--- src/rtl/text_console_writer.sv ---
// Writer side of the 80x30 text VRAM.
// Accepts a byte stream, places each printable byte at the cursor, and
// handles CR/LF/BS/FF, line wrap and a hardware scroll through VRAM port A.
// VRAM word = row*WORDS_PER_ROW + col/4, byte lane = col%4 (little-endian).
module text_console_writer #(
  parameter int unsigned COLS          = 80,
  parameter int unsigned ROWS          = 30,
  parameter int unsigned WORDS_PER_ROW = COLS / 4,
  parameter logic [7:0]  BLANK         = 8'h20
) (
  input  logic        Clk,
  input  logic        Reset,
  input  logic        char_valid,
  output logic        char_ready,
  input  logic [7:0]  char_data,
  output logic [10:0] vram_addr,
  output logic [31:0] vram_wdata,
  output logic [3:0]  vram_be,
  output logic        vram_we,
  input  logic [31:0] vram_rdata,
  output logic [4:0]  cursor_row,
  output logic [6:0]  cursor_col,
  output logic        busy
);

  localparam logic [10:0] ROW_WORDS   = 11'(WORDS_PER_ROW);
  localparam logic [10:0] TOTAL_WORDS = 11'(ROWS * WORDS_PER_ROW);
  localparam logic [10:0] LAST_WORD   = TOTAL_WORDS - 11'd1;
  // Last destination word of the row-copy phase; the bottom row is blanked after it.
  localparam logic [10:0] SCROLL_LAST = TOTAL_WORDS - ROW_WORDS - 11'd1;
  localparam logic [4:0]  LAST_ROW    = 5'(ROWS - 1);
  localparam logic [6:0]  LAST_COL    = 7'(COLS - 1);

  localparam logic [7:0] CH_BS = 8'h08;
  localparam logic [7:0] CH_LF = 8'h0A;
  localparam logic [7:0] CH_FF = 8'h0C;
  localparam logic [7:0] CH_CR = 8'h0D;

  typedef enum logic [2:0] {
    IDLE,
    WRITE,
    SCROLL_RD,
    SCROLL_WR,
    FILL
  } state_t;

  state_t      state, state_n;
  logic [4:0]  row_n;
  logic [6:0]  col_n;
  logic [10:0] idx, idx_n;          // scroll / fill word index
  logic [7:0]  wr_byte, wr_byte_n;  // byte to store in WRITE
  logic        wr_adv, wr_adv_n;    // WRITE advances the cursor (not for BS)
  logic [10:0] cur_addr;

  assign cur_addr   = 11'(cursor_row) * ROW_WORDS + 11'(cursor_col >> 2);
  assign char_ready = (state == IDLE);
  assign busy       = (state != IDLE);

  // State and cursor registers; reset aborts any scroll/fill in progress.
  always_ff @(posedge Clk or posedge Reset) begin
    if (Reset) begin
      state      <= IDLE;
      cursor_row <= '0;
      cursor_col <= '0;
      idx        <= '0;
      wr_byte    <= '0;
      wr_adv     <= 1'b0;
    end else begin
      state      <= state_n;
      cursor_row <= row_n;
      cursor_col <= col_n;
      idx        <= idx_n;
      wr_byte    <= wr_byte_n;
      wr_adv     <= wr_adv_n;
    end
  end

  // Next-state, cursor update and VRAM port A drive.
  always_comb begin
    state_n    = state;
    row_n      = cursor_row;
    col_n      = cursor_col;
    idx_n      = idx;
    wr_byte_n  = wr_byte;
    wr_adv_n   = wr_adv;
    vram_we    = 1'b0;
    vram_be    = '0;
    vram_addr  = '0;
    vram_wdata = '0;

    case (state)
      IDLE: begin
        if (char_valid) begin
          case (char_data)
            CH_CR: col_n = '0;
            CH_LF: begin
              if (cursor_row == LAST_ROW) begin
                idx_n   = '0;
                state_n = SCROLL_RD;
              end else begin
                row_n = cursor_row + 5'd1;
              end
            end
            CH_BS: begin
              if (cursor_col != '0) begin
                col_n     = cursor_col - 7'd1;
                wr_byte_n = BLANK;
                wr_adv_n  = 1'b0;
                state_n   = WRITE;
              end
            end
            CH_FF: begin
              row_n   = '0;
              col_n   = '0;
              idx_n   = '0;
              state_n = FILL;
            end
            default: begin
              wr_byte_n = char_data;
              wr_adv_n  = 1'b1;
              state_n   = WRITE;
            end
          endcase
        end
      end

      WRITE: begin
        vram_we    = 1'b1;
        vram_addr  = cur_addr;
        vram_be    = 4'b0001 << cursor_col[1:0];
        vram_wdata = {4{wr_byte}};
        state_n    = IDLE;
        if (wr_adv) begin
          if (cursor_col < LAST_COL) begin
            col_n = cursor_col + 7'd1;
          end else begin
            col_n = '0;
            if (cursor_row < LAST_ROW) begin
              row_n = cursor_row + 5'd1;
            end else begin
              idx_n   = '0;
              state_n = SCROLL_RD;
            end
          end
        end
      end

      // Present the source word one row below; its data returns next cycle.
      SCROLL_RD: begin
        vram_addr = idx + ROW_WORDS;
        state_n   = SCROLL_WR;
      end

      SCROLL_WR: begin
        vram_we    = 1'b1;
        vram_addr  = idx;
        vram_be    = '1;
        vram_wdata = vram_rdata;
        idx_n      = idx + 11'd1;
        state_n    = (idx == SCROLL_LAST) ? FILL : SCROLL_RD;
      end

      FILL: begin
        vram_we    = 1'b1;
        vram_addr  = idx;
        vram_be    = '1;
        vram_wdata = {4{BLANK}};
        if (idx == LAST_WORD) begin
          state_n = IDLE;
        end else begin
          idx_n = idx + 11'd1;
        end
      end

      default: state_n = IDLE;
    endcase
  end

endmodule

--- config.mk ---
export PLATFORM = sky130hd
export DESIGN_NAME = text_console_writer
export DESIGN_NICKNAME = d
export VERILOG_FILES = /design/src/rtl/text_console_writer.sv
export SDC_FILE = /design/constraint.sdc
export NUM_CORES = 1
export LEC_CHECK = 0
export CAP_MARGIN = 20
export CORE_ASPECT_RATIO = 0.9
export CORE_MARGIN = 2
export CORE_UTILIZATION = 45
export CTS_BUF_LIST = sky130_fd_sc_hd__clkbuf_4 sky130_fd_sc_hd__clkbuf_8 sky130_fd_sc_hd__clkbuf_16
export CTS_CLUSTER_DIAMETER = 200
export DETAILED_ROUTE_END_ITERATION = 10
export PLACE_DENSITY = 0.77
export SYNTH_ARGS = -nofsm -noshare
export SYNTH_HDL_FRONTEND = slang
export SYNTH_SLANG_ARGS = --single-unit
--- constraint.sdc ---
create_clock -name Clk -period 6.1 [get_ports Clk]
set_input_delay 1.22 -clock Clk [delete_from_list [all_inputs] [get_ports Clk]]
set_output_delay 1.22 -clock Clk [all_outputs]
set_load 0.01 [all_outputs]
==> impl_results.md <==
- Status: finished, final reports clean
- FF-to-FF Start: cursor_col[0]
- Post-synth EDFFs: 0
- Max Slew Vio Count: 0
- WP data arrival: roughly 3.6 ns
- Pleak: 1.840 nW
- Final Hold Vio Count: 0
- Startpoint Class: flop
- Worst hold stages: 1
- Critical path's top delay family: adder cells
- Final RePlAce weighted congestion: 0.9087
- Worst setup startpoint: cursor_row[1]
- Reg2reg setup slack: 3.60 ns
- Drt total wl: 10590 microns
- Post-synthesis register bit count: 35
- Synth Warn #: 0
- Dpl cells: 616
- Critical Path RT: between 4 and 5 ns
- RSZ-0062 raised after global routing: no
- Tmin final: about 4.8 ns
- Synthesized area: ~3400 sq um
- GRT Util Overall: 24.98%
- GRT overflow: 0
- Starting Density: between 40% and 50%
- Worst path most repeated cell: ha_1
- Mapped Cells: 441
- Root Driver: clkbuf_8
- Vias after detailed routing: 3728
- Die H: between 80 and 90 microns
- Most common cell after layout, fill and taps aside: clkdlybuf4s50_1
- Wire per inst: 16.95 microns
- Post-Syn Nets: 506
- Clock tree buffer depth: 2
- Cts repair resizes: 0
- Unique masters post-synth: 67
- CP max stage delay: 0.57 ns
- Critical Path Fanout Max: 8
- Crit end category: primary output
- R2r worst-path depth: 7
- Core area: 7432 sq um
- Die width: ~96 microns
- Critical path cell sequence: ha_1 -> ha_1 -> fa_1 -> and3_1 -> a32oi_1 -> o41ai_1 -> a221oi_1 -> o211ai_1 -> clkdlybuf4s50_1
- HP Start: wr_byte[2]
- Share of cells above drive strength 1: 6.427%
- Initial DRC count: 261
- Least-Margin Pin Slew: 0.6969 ns
- Post-DP HPWL: ~8000 microns
- Clock skew: 0.005192 ns
- Full die area: 8290 sq um
- Hold crit path type: reg2reg
- Synth Area per Inst: 7.731 sq um
- Clock sinks: 35
- CTS H-tree depth: 2
- WP buf/inv: 1
- Final period util: 78.89%
- PwrDens: 484.0 nW/um^2
- Ys async rst share: 100.0%
- Cell Rows: 30
- Max VDD drop: 0.0002487 V
- Fmax: 207.8 MHz
- Vias in the first global route: 3354
- CTS tree: yes
- Commonest non-fill, non-tap cells in the layout: 104 x clkdlybuf4s50_1, 64 x nand2_1, 54 x a21oi_1, 35 x dfrtp_1, 27 x o21ai_0
- Dominant synthesized flop cell: dfrtp_1
- Layout Area Growth over Synthesis: 34.53%
- DRC viols: 0
- Crit Path Class: reg2out
- Hold WS: 0.5220 ns
- TNS Setup: 0 ns
- Port bufs: between 100 and 150
- I/O pin cnt: 105
- Vias per Instance: 5.965
- DR pass1 iterations: 5
- Clock Pin Slew Worst Setup and Hold Paths: 0.07 ns
- Initial antenna violation count: 0
- Setup Viol. Count Final: 0
- Crit-path slowest cell: fa_1
- First-pass GRT wire length: 16520 microns
- Final #Nets: 593
- Hold buffers post-CTS: 0
- Sequential area share after synthesis: 25.69%
- Post-route cell area: 4587 sq um
- Final Instance Count excl. Fillers: about 630
- Hold EP: wr_byte[2]
- Post-DP Area: 4483 sq um
- CTS Buf Count: 5
- Relative slew slack: 53.43%
- Largest net degree at the start of global routing: 48
- Clk_lat worst skew: 0.29 ns
- Antenna-violating nets left: 0
- FF-to-FF End: cursor_col[0]
- Max Cap Viol: 0
- Setup repair bufs after CTS: 0
- # diodes: 0
[synth_stat cells (3+ instances only)]
cell type  instances  area, sq um
a21o_1            11        82.58
a21oi_1           54        270.3
dfrtp_1           35        875.8
and3_1             7        43.79
nand4_1            7        43.79
xnor2_1            5        43.79
mux2i_1            4        40.04
a22oi_1            3        22.52
or3_1              4        25.02
o2bb2ai_1          3        26.28
inv_1             14        52.55
clkbuf_1          24        90.09
nand3_1            9        45.04
a32oi_1            3        26.28
a211oi_1           3        22.52
o211ai_1           5        37.54
or2_2              6        37.54
o21a_1             4        30.03
mux2_2             9        101.4
o22ai_1            5        31.28
o21ai_0           27        135.1
and2_1             3        18.77
nor4_1             3        18.77
nor3b_1            4        30.03
xor2_1             3        26.28
nor2_1            20        75.07
ha_1              20        250.2
o32a_1             3        30.03
a31oi_1           14        87.58
nand2b_1          17        106.4
nand2_1           64        240.2
[registers in the layout (all words and copies together), names as in the netlist]
signal	cells
state	3
cursor_row	5
cursor_col	7
idx	11
wr_byte	8
wr_adv	1
[routing by layer]
| metal | track usage [%] | vias up | wire length (microns) |
|---|---|---|---|
| met3 | 5.391 | 15 | 679 |
| met4 | 5.455 | 0 | 112 |
| li1 | - | 1809 | - |
| met2 | 38.53 | 128 | 4963 |
| met1 | 35.97 | 1776 | 4836 |
| met5 | 0 | - | 0 |
[power by group]
part / internal [mW] / switching (mW) / leakage, nW
combinational: 0.775 / 0.752 / 1.35
sequential: 0.327 / 0.189 / 0.437
clock: 0.0891 / 0.0889 / 0.0491
[area by class of cell]
| class | count | area [sq um] |
|---|---|---|
| sequential | 35 | 875.8 |
| fill | 656 | 2845 |
| multi-input combinational | 363 | 2367 |
| inverter | 15 | 56.30 |
| tap | 96 | 120.1 |
| clock inverter | 1 | 5.005 |
| clock buffer | 7 | 83.83 |
| timing repair buffer | 108 | 1079 |
[worst reg2reg max path: stages, from the launching register on]
cell and delay [ns]:
dfrtp_1 0.47, inv_1 0.17, ha_1 0.20, nor4b_1 0.41
a21oi_1 0.16, o2111ai_1 0.56, nand2_1 0.20, o21ai_0 0.24
[kinds of logic after synthesis]
family	Yosys count	share of synthesized area, %
AO/OA/AOI/OAI	162	31.30
XOR/XNOR	8	2.055
adder cells (fa/ha/maj)	22	8.514
buffers and inverters	43	4.881
flip-flops	35	25.69
multiplexers	13	4.147
AND/OR/NAND/NOR	158	23.41
[worst max path at each step]
stage | endpoint | cells past startpoint
after floorplan | vram_addr[9] | 8
after global placement | vram_addr[9] | 9
after detailed placement | vram_addr[9] | 9
after CTS | vram_addr[9] | 9
after global routing | vram_addr[9] | 9
final | vram_addr[9] | 9
[through the flow]
stage | util (%) | total power, mW | worst slack (ns)
final | 61.72 | 2.220 | 1.288
after global routing | 61.72 | 2.396 | 1.141
after CTS | 61.52 | 2.205 | 1.381
after detailed placement | 60.32 | 2.014 | 1.691
after global placement | 60.32 | 1.978 | 1.850
after floorplan | - | 1.372 | 2.375
Note: power is estimated with default switching activity, not from simulation.
